`src/rtl/cache_axi_arbiter.sv`:
```
// cache_axi_arbiter: shares one AXI line port between ICache refills, DCache refills and DCache writebacks (ic_rd_*/ic_ret_*, dc_rd_*/dc_ret_*, dc_wr_* in; m_rd_*/m_ret_*/m_wr_* out to AXI)
module cache_axi_arbiter #(
  parameter int ADDR_W = 32,
  parameter int LINE_W = 128
) (
  input  logic              clk,
  input  logic              rst,
  input  logic              ic_rd_req,
  input  logic [ADDR_W-1:0] ic_rd_addr,
  output logic              ic_rd_rdy,
  output logic              ic_ret_valid,
  output logic [LINE_W-1:0] ic_ret_data,
  input  logic              dc_rd_req,
  input  logic [ADDR_W-1:0] dc_rd_addr,
  output logic              dc_rd_rdy,
  output logic              dc_ret_valid,
  output logic [LINE_W-1:0] dc_ret_data,
  input  logic              dc_wr_req,
  input  logic [ADDR_W-1:0] dc_wr_addr,
  input  logic [LINE_W-1:0] dc_wr_data,
  output logic              dc_wr_rdy,
  output logic              dc_wr_valid,
  output logic              m_rd_req,
  output logic [ADDR_W-1:0] m_rd_addr,
  input  logic              m_rd_rdy,
  input  logic              m_ret_valid,
  input  logic [LINE_W-1:0] m_ret_data,
  output logic              m_wr_req,
  output logic [ADDR_W-1:0] m_wr_addr,
  output logic [LINE_W-1:0] m_wr_data,
  input  logic              m_wr_rdy,
  input  logic              m_wr_valid
);
  typedef enum logic [1:0] {R_IDLE, R_IC, R_DC} rstate_t;
  typedef enum logic [1:0] {W_IDLE, W_REQ, W_WAIT} wstate_t;
  rstate_t r_q, r_d;
  wstate_t w_q, w_d;
  logic last_dc_q, last_dc_d;
  logic [ADDR_W-1:0] wb_addr_q, wb_addr_d;
  logic [LINE_W-1:0] wb_data_q, wb_data_d;
  logic hazard, ic_el, dc_el, pick_dc, acc;
  always_ff @(posedge clk or posedge rst)
    if (rst) begin
      r_q       <= R_IDLE;
      w_q       <= W_IDLE;
      last_dc_q <= 1'b0;
      wb_addr_q <= '0;
      wb_data_q <= '0;
    end else begin
      r_q       <= r_d;
      w_q       <= w_d;
      last_dc_q <= last_dc_d;
      wb_addr_q <= wb_addr_d;
      wb_data_q <= wb_data_d;
    end
  always_comb begin
    hazard       = (w_q != W_IDLE) && (dc_rd_addr[ADDR_W-1:4] == wb_addr_q[ADDR_W-1:4]);
    ic_el        = ic_rd_req;
    dc_el        = dc_rd_req && !hazard;
    pick_dc      = dc_el && (!ic_el || !last_dc_q);
    m_rd_req     = !rst && (r_q == R_IDLE) && (ic_el || dc_el);
    m_rd_addr    = pick_dc ? dc_rd_addr : ic_rd_addr;
    acc          = m_rd_req && m_rd_rdy;
    ic_rd_rdy    = acc && !pick_dc;
    dc_rd_rdy    = acc && pick_dc;
    ic_ret_valid = (r_q == R_IC) && m_ret_valid;
    dc_ret_valid = (r_q == R_DC) && m_ret_valid;
    ic_ret_data  = m_ret_data;
    dc_ret_data  = m_ret_data;
    last_dc_d    = acc ? pick_dc : last_dc_q;
    r_d          = acc ? (pick_dc ? R_DC : R_IC) : (r_q != R_IDLE && m_ret_valid) ? R_IDLE : r_q;
  end
  always_comb begin
    dc_wr_rdy   = !rst && (w_q == W_IDLE);
    dc_wr_valid = (w_q == W_WAIT) && m_wr_valid;
    m_wr_req    = (w_q == W_REQ);
    m_wr_addr   = wb_addr_q;
    m_wr_data   = wb_data_q;
    wb_addr_d   = wb_addr_q;
    wb_data_d   = wb_data_q;
    w_d         = w_q;
    if (w_q == W_IDLE && dc_wr_req) begin
      wb_addr_d = dc_wr_addr;
      wb_data_d = dc_wr_data;
      w_d       = W_REQ;
    end else if (w_q == W_REQ && m_wr_rdy) w_d = W_WAIT;
    else if (dc_wr_valid) w_d = W_IDLE;
  end
endmodule

```
`config.mk`:
```
export PLATFORM = sky130hd
export DESIGN_NAME = cache_axi_arbiter
export DESIGN_NICKNAME = d
export VERILOG_FILES = /design/src/rtl/cache_axi_arbiter.sv
export SDC_FILE = /design/constraint.sdc
export NUM_CORES = 1
export LEC_CHECK = 0
export CAP_MARGIN = 20
export CORE_AREA = 2 2 315 317
export DETAILED_ROUTE_END_ITERATION = 16
export DIE_AREA = 0 0 317 319
export PLACE_DENSITY_LB_ADDON = 0.2
export SKIP_LAST_GASP = 1
export SLEW_MARGIN = 30
export SYNTH_ARGS = -nofsm -noshare
export SYNTH_HDL_FRONTEND = slang
export SYNTH_SLANG_ARGS = --single-unit
```
`constraint.sdc`:
```
create_clock -name clk -period 5.9 [get_ports clk]
set_clock_uncertainty 0.15 [all_clocks]
set_input_delay 1.77 -clock clk [delete_from_list [all_inputs] [get_ports clk]]
set_output_delay 1.77 -clock clk [all_outputs]
set_load 0.05 [all_outputs]
```
* Yosys cells after proc, flatten, opt, wreduce, memory -nomap -nowiden
Index checks and enable logic that the tools add are counted.
** Storage, ports and cells
- Word-level logic and storage cells :: 45
- Flip-flop bits (word level) :: 165
- Output and inout bits :: 456
- Bits of input ports :: 361
** Cells by class
- Mux-type cells :: 7
- Equality and inequality tests :: 5
- Reduce and logical (&&, ||, !) cells :: 28
** Operators with widths (number)
- 32-bit two-way mux :: 1
- 28-bit == test :: 1
- 1-bit logical AND :: 15
- 2-bit two-way mux :: 6
- 2-bit nonzero test :: 3
- 1-bit logical NOT :: 5
- 2-bit by 1-bit == test with 1-bit output, second input constant :: 2
- 2-bit == test, second input constant :: 2
- 2-bit logical NOT :: 2
- 3-bit nonzero test :: 1
- 1-bit logical OR :: 2

* Longest topological paths before layout
Gate-level depths: netlist (run 1).
- Depth in word-level cells :: 8
- Mapped depth :: 6
- Gate-level depth less buffers :: 5

* Worst setup path before layout (run 1)
No wires, ideal clock.
- Path kind :: in2out
- From :: input dc_rd_addr[14]
- To :: output m_rd_addr[24]
- Stages on the path :: 6
- Arrival time :: 3.528 ns
- Path buffers :: 1
- Setup slack :: 0.452 ns
- Data required time :: 3.980 ns
- Path through :: xnor2_1 -> nand3_1 -> or4_4 -> o211ai_4 -> buf_6 -> mux2_1
** On the way
- Longest elaborated chain between the ends :: 6
** Ends and longest elaborated chain
- from (decl) :: line 14 : input logic [ADDR_W-1:0] dc_rd_addr,
- 28-bit == test :: line 57 : hazard = (w_q != W_IDLE) && (dc_rd_addr[ADDR_W-1:4] == wb_addr_q[ADDR_W-1:4]);
- 1-bit logical AND :: line 57
- 1-bit logical NOT :: line 59 : dc_el = dc_rd_req && !hazard;
- 1-bit logical AND :: line 59
- 1-bit logical AND :: line 60 : pick_dc = dc_el && (!ic_el || !last_dc_q);
- 32-bit two-way mux :: line 62 : m_rd_addr = pick_dc ? dc_rd_addr : ic_rd_addr;
- to (decl) :: line 24 : output logic [ADDR_W-1:0] m_rd_addr,
Every way passes these cells.

* Worst setup path after layout (run 1)
- From :: input dc_rd_addr[21]
- To :: output m_rd_addr[23]
The elaborated chain is that of the path after synthesis.

==> results_dict.tcl, run 1 <==
set metrics [dict create \
    synth-simple-area-share 0.0156 \
    clockPowerShare 0.144 \
    wl_per_cell_microns 20.6 \
    synth_xor_xnor_area_share 0.0278 \
    drc 0 \
    rr_worst_depth 8 \
    grt_usage 0.0882 \
    p_sw_frac 0.492 \
    required_ns 3.98 \
    utilization 0.146 \
    cp_cell_sequence "buf_8, xnor2_4, nand4_1, or4_4, o211ai_4, buf_12, buf_12, buf_12, mux2_4, buf_8" \
    maxCapViolations 0 \
    placement.io_buffers 432 \
    post-route-min-period_ns 5.89 \
    ir_drop_uv 292 \
    switchingPower_mw 4.15 \
    synthMuxAreaShare 0.245 \
    cts_sinks 165 \
    globalplace.congestion 0.723 \
    drt_wl_total_microns 45700 \
    p_leak_nw 5.44 \
    start_kind "input port" \
    placementRows 115 \
    timing.rr.start "m_wr_addr[21]$_DFFE_PP0P_" \
    yosysWarnings 0 \
    preCtsSetupSlack_ns -0.835 \
    path_clk_slew_ns 0.07 \
    critPathMaxFanout 6 \
    period_share 0.998 \
    critical_path_class "input port to output port" \
    r2r-end "r_q[1]$_DFFE_PP0P_" \
    numCtsBuffers 17 \
    worst_pin_slew_ns 0.951 \
    crit_path_end "m_rd_addr[23]" \
    syn_area_sq_um 8810 \
    fin_ws_ns 0.0125 \
    dieWidth_microns 317 \
    seqPwrFrac 0.256 \
    io_pins 817 \
    vias 5934 \
    yosysSeqAreaShare 0.468 \
    slowest_delay_ns 0.60 \
    die-area_sq_um 101000 \
    antenna_left 0 \
    dr.pass1.iters 4 \
    outcome "complete, no violations" \
    cts_tree "yes" \
    synth_cells 703 \
    synth_area_leaders "dfrtp_1 47%, mux2_2 24%, buf_4 22%, xor2_1 1.6%, xnor2_1 1.2%" \
    design_area_sq_um 14200 \
    grt_start_max_net_pins 109 \
    syn_nets 1064 \
    hold_buffers 0 \
    initial_core_util 0.0902 \
    synthDistinctLibCells 27 \
    finalHoldViolCount 0 \
    endpoint_kind "output port" \
    synthAdderAreaFrac 0 \
    startpoint "dc_rd_addr[21]" \
    crit_arrival_ns 3.97 \
    rrSetupSlack_ns 3.43 \
    cts_htree_levels 4 \
    clock_tree.buffer_depth 2 \
    setup_violations 0 \
    rsz0062_at_grt "true" \
    power_density_nw_per_um2 594 \
    critPathBufInv 5 \
    synth_top_cell_area_share 0.468 \
    drive_gt1_frac 0.364 \
    drt_iter0_markers 128 \
    p_comb_frac 0.601 \
    tns_ns 0 \
    synth_compound_area_frac 0.0104 \
    cp_slowest_cell "or4_4" \
    core_area_sq_um 97700 \
    insertion_delay_ns 0.50 \
    cp.depth 10 \
    worst_hold_path_type "register to register" \
    synth-seq-cells 165 \
    placedInstanceArea_sq_um 12900 \
    root_buffer "clkbuf_16" \
    power_mw 8.45 \
    critPathMostFrequentCell "buf_12" \
    max_freq_mhz 170 \
    hpwl_microns 37200 \
    synth_top_family_by_area "multiplexers" \
    antenna_found_initial 3 \
    maxSlewHeadroom 0.364 \
    via_per_inst 2.68 \
    synth_area_per_cell_sq_um 12.5 \
    grt_pass1_wl_microns 59200 \
    grt_pass1_vias 6786 \
    path_delay_family "simple AND/OR/NAND/NOR gates" \
    gr-total-overflow 0 \
    fin_nets 1275 \
    internal_power_mw 4.30 \
    syn_to_final_growth_pct 61.3 \
    die_h_microns 319 \
    maxSlewViolCount 0 \
    yosys.area.top_type "dfrtp_1" \
]
power groups by stage:
stage | combinational (mW) | clock [mW] | sequential, mW
after CTS | 5.16 | 1.31 | 2.18
after floorplan | 1.54 | 0 | 4.03
after detailed placement | 4.97 | 0 | 2.16
after global placement | 4.99 | 0 | 2.15
final | 5.08 | 1.22 | 2.16
after global routing | 5.31 | 1.34 | 2.25
registers in the layout, summed over array words and instances, names as in the netlist:
| name | flops |
|---|---|
| m_wr_data | 128 |
| m_wr_addr | 32 |
| r_q | 2 |
| w_q | 2 |
| last_dc_q | 1 |
layout by cell type, fill, tap and decap left out, drive strengths merged, types with 3 or more instances in the layout:
cell type      count
clkdlybuf4s15      6
nor4               4
xnor2             12
clkbuf            19
dfrtp            165
nand4              3
mux2             192
clkinv             3
o21ai              6
nand2              5
nor2               4
buf               89
clkdlybuf4s50    368
inv                9
dlygate4sd2        6
xor2              16
clkinvlp           3
how the worst min path moves through the flow:
stage                     depth (start not counted)  slack (ns)                    endpoint                        from
after floorplan                                   1        0.32       last_dc_q$_DFFE_PP0P_       last_dc_q$_DFFE_PP0P_
after global placement                            1        0.34  m_wr_data[102]$_DFFE_PP0P_  m_wr_data[102]$_DFFE_PP0P_
after detailed placement                          1        0.34   m_wr_data[35]$_DFFE_PP0P_   m_wr_data[35]$_DFFE_PP0P_
after CTS                                         1        0.36    m_wr_addr[1]$_DFFE_PP0P_    m_wr_addr[1]$_DFFE_PP0P_
after global routing                              1        0.37   m_wr_data[82]$_DFFE_PP0P_   m_wr_data[82]$_DFFE_PP0P_
final                                             1        0.36   m_wr_data[20]$_DFFE_PP0P_   m_wr_data[20]$_DFFE_PP0P_
per-stage QoR:
stage	hold slack (ns)	cells
2_1_floorplan	0.320	703
3_3_place_gp	0.341	2173
3_5_place_dp	0.344	2173
4_1_cts	0.361	2214
5_1_grt	0.372	2214
6_report	0.356	2216
cells by family (layout without fill, tap and decap cells):
group           Yosys count  count (layout)
xor+xnor                 28              28
buf+inv                 281             505
mux                     192             192
simple gates             25              25
compound gates           12              12
flops                   165             165
other cells               0               2
area by class of cell:
| class | instances | area, sq um |
|---|---|---|
| diodes | 2 | 5.00 |
| flip-flops and latches | 165 | 4130 |
| multi-input cells | 257 | 2960 |
| fillers | 10900 | 83500 |
| well taps | 1287 | 1610 |
| repair buffers | 469 | 4890 |
| clock inverters | 13 | 163 |
| inverters | 4 | 18.8 |
| clock buffers | 19 | 443 |
per-layer routing:
| layer | routed length, microns | GRT usage | share of wire | up-vias |
|---|---|---|---|---|
| li1 | - | - | - | 2525 |
| met1 | 14300 | 0.0775 | 0.31 | 2832 |
| met2 | 23000 | 0.156 | 0.50 | 536 |
| met3 | 7290 | 0.0628 | 0.16 | 39 |
| met4 | 994 | 0.0306 | 0.022 | 2 |
| met5 | 17 | 0 | 0.00037 | - |
cells in the mapped netlist (all sizes together):
master and count:
nor4 4, clkbuf 9, o31ai 1, nor2 4, and2 1, nand4 3, mux2 192, nor3 2
xnor2 12, o2bb2ai 1, nor3b 2, a22o 1, a21boi 1, inv 4, nand2 5, buf 268
nor2b 2, dfrtp 165, o211ai 1, o21ai 6, xor2 16, a21o 1, nand3 1, or4 1
what timing repair did:
item                                   4_1_cts  5_1_grt
resized for setup                          210       15
pin swaps                                   19       12
setup endpoints to repair                   35       32
endpoints found under the hold margin        0        0
cloned                                       4        0
buffers inserted                             8        0
Power figures use the tool's default switching activity.
==> run 2, diff against run 1 <==
--- a/config.mk
+++ b/config.mk
@@ -6,9 +6,12 @@
 export NUM_CORES = 1
 export LEC_CHECK = 0
 export CAP_MARGIN = 20
-export CORE_AREA = 2 2 315 317
+export CELL_PAD_IN_SITES_DETAIL_PLACEMENT = 0
+export CELL_PAD_IN_SITES_GLOBAL_PLACEMENT = 1
+export CORE_AREA = 2 2 321 323
 export DETAILED_ROUTE_END_ITERATION = 16
-export DIE_AREA = 0 0 317 319
+export DIE_AREA = 0 0 323 325
+export HOLD_SLACK_MARGIN = 0.1
 export PLACE_DENSITY_LB_ADDON = 0.2
 export SKIP_LAST_GASP = 1
 export SLEW_MARGIN = 30
==> run 2 against run 1 <==
Net effect: clock-buffer cell count stayed put; first-iteration DRC count is 28% higher; largest power group unchanged; combinational power hardly changed; global-route usage is 0.46 points lower; worst hold slack better by 0.0016 ns; final area is 0.15% lower; utilization is 0.54 points lower; non-clock buffer count is 3 lower.
==> results_dict.tcl, run 2 (synthesized netlist as in run 1, its figures left out) <==
set metrics [dict create \
    via_per_inst 2.60 \
    maxSlewHeadroom 0.379 \
    wl_per_cell_microns 19.4 \
    numCtsBuffers 17 \
    grt_pass1_vias 6913 \
    gr-total-overflow 0 \
    largest_reg_flops 128 \
    io_pins 817 \
    rsz0062_at_grt "true" \
    critical_path_class "input port to output port" \
    endpoint_kind "output port" \
    path_clk_slew_ns 0.08 \
    worst_pin_slew_ns 0.928 \
    worst_hold_path_type "register to register" \
    insertion_delay_ns 0.51 \
    fin_nets 1272 \
    antenna_left 0 \
    maxSlewViolCount 0 \
    post-route-min-period_ns 5.90 \
    grt_start_max_net_pins 134 \
    layout_common_cells "367 x clkdlybuf4s50_1, 165 x dfrtp_1, 160 x mux2_2" \
    utilization 0.140 \
    placement.io_buffers 432 \
    root_buffer "clkbuf_16" \
    die-area_sq_um 105000 \
    antenna_found_initial 7 \
    hpwl_microns 35100 \
    cts_tree "yes" \
    setup_violations 0 \
    period_share 1.00 \
    max_freq_mhz 170 \
    dieWidth_microns 323 \
    cts_sinks 165 \
    fin_ws_ns 0.00113 \
    start_kind "input port" \
    core_area_sq_um 101000 \
    layout_commonest_cell "clkdlybuf4s50_1" \
    globalplace.congestion 0.696 \
    initial_core_util 0.0870 \
    cts_htree_levels 4 \
    placementRows 117 \
    holdWs_ns 0.358 \
    vias 5953 \
    ir_drop_uv 271 \
    design_area_sq_um 14200 \
    die_h_microns 325 \
    drt_wl_total_microns 44500 \
    maxCapViolations 0 \
    preCtsSetupSlack_ns -0.611 \
    dp.cells 2253 \
    clock_tree.buffer_depth 2 \
    drive_gt1_frac 0.359 \
    dr.pass1.iters 4 \
    finalNonFillerCells 2294 \
    finalHoldViolCount 0 \
    required_ns 3.98 \
    grt_pass1_wl_microns 58600 \
    grt_usage 0.0836 \
    power_density_nw_per_um2 590 \
    crit_arrival_ns 3.98 \
    placedInstanceArea_sq_um 13000 \
    p_leak_nw 5.41 \
    tns_ns 0 \
    critPathMaxFanout 7 \
    syn_to_final_growth_pct 61.1 \
    drc 0 \
    outcome "complete, no violations" \
    drt_iter0_markers 164 \
    power_mw 8.37 \
]
[run 2: worst paths after layout]
kind / startpoint / endpoint / slack, ns / cells past startpoint
worst max register to register: m_wr_addr[12]$_DFFE_PP0P_ / r_q[1]$_DFFE_PP0P_ / 3.47 / 9
worst min-delay path: m_wr_data[24]$_DFFE_PP0P_ / m_wr_data[24]$_DFFE_PP0P_ / 0.36 / 1
worst max-delay path: dc_rd_addr[7] / m_rd_addr[11] / 0.001 / 11
max in group asynchronous: rst / m_wr_data[29]$_DFFE_PP0P_ / 3.16 / 3
min in group asynchronous: rst / m_wr_data[124]$_DFFE_PP0P_ / 1.55 / 2
worst min register to register: m_wr_data[24]$_DFFE_PP0P_ / m_wr_data[24]$_DFFE_PP0P_ / 0.36 / 1
[run 2: per-layer routing]
metal | track usage | up-vias | routed length, microns
met5 | 0.000463 | - | 36
met4 | 0.0510 | 8 | 2260
met3 | 0.0593 | 93 | 6960
met2 | 0.137 | 494 | 21200
met1 | 0.0738 | 2828 | 14000
li1 | - | 2530 | -
[run 2: final cells by class]
cell class                      instances  area (sq um)
Fill cell                           11400         87100
Sequential cell                       165          4130
Tap cell                             1368          1710
Inverter                                4          18.8
Antenna cell                            2          5.00
Clock inverter                         13           133
Clock buffer                           19           443
Multi-Input combinational cell        257          2900
Timing Repair Buffer                  466          4850
[run 2: what timing repair did]
item                       in CTS  in global routing
pin swaps                      21                  5
buffers inserted                6                  0
hold buffers                    0                  0
setup endpoints to repair      35                 32
gates cloned                    3                  0
resized for setup             190                 21
[run 2: where the power goes]
group	switching (mW)	internal (mW)
sequential	0.419	1.71
clock	0.623	0.572
combinational	3.14	1.91
total	4.18	4.19
[run 2: worst max-delay path, stage by stage]
cell	delay [ns]
buf_8	0.11
xnor2_4	0.15
nand4_1	0.17
buf_6	0.19
or4_4	0.51
o211ai_4	0.19
buf_12	0.15
buf_8	0.10
buf_12	0.14
mux2_4	0.33
buf_12	0.15
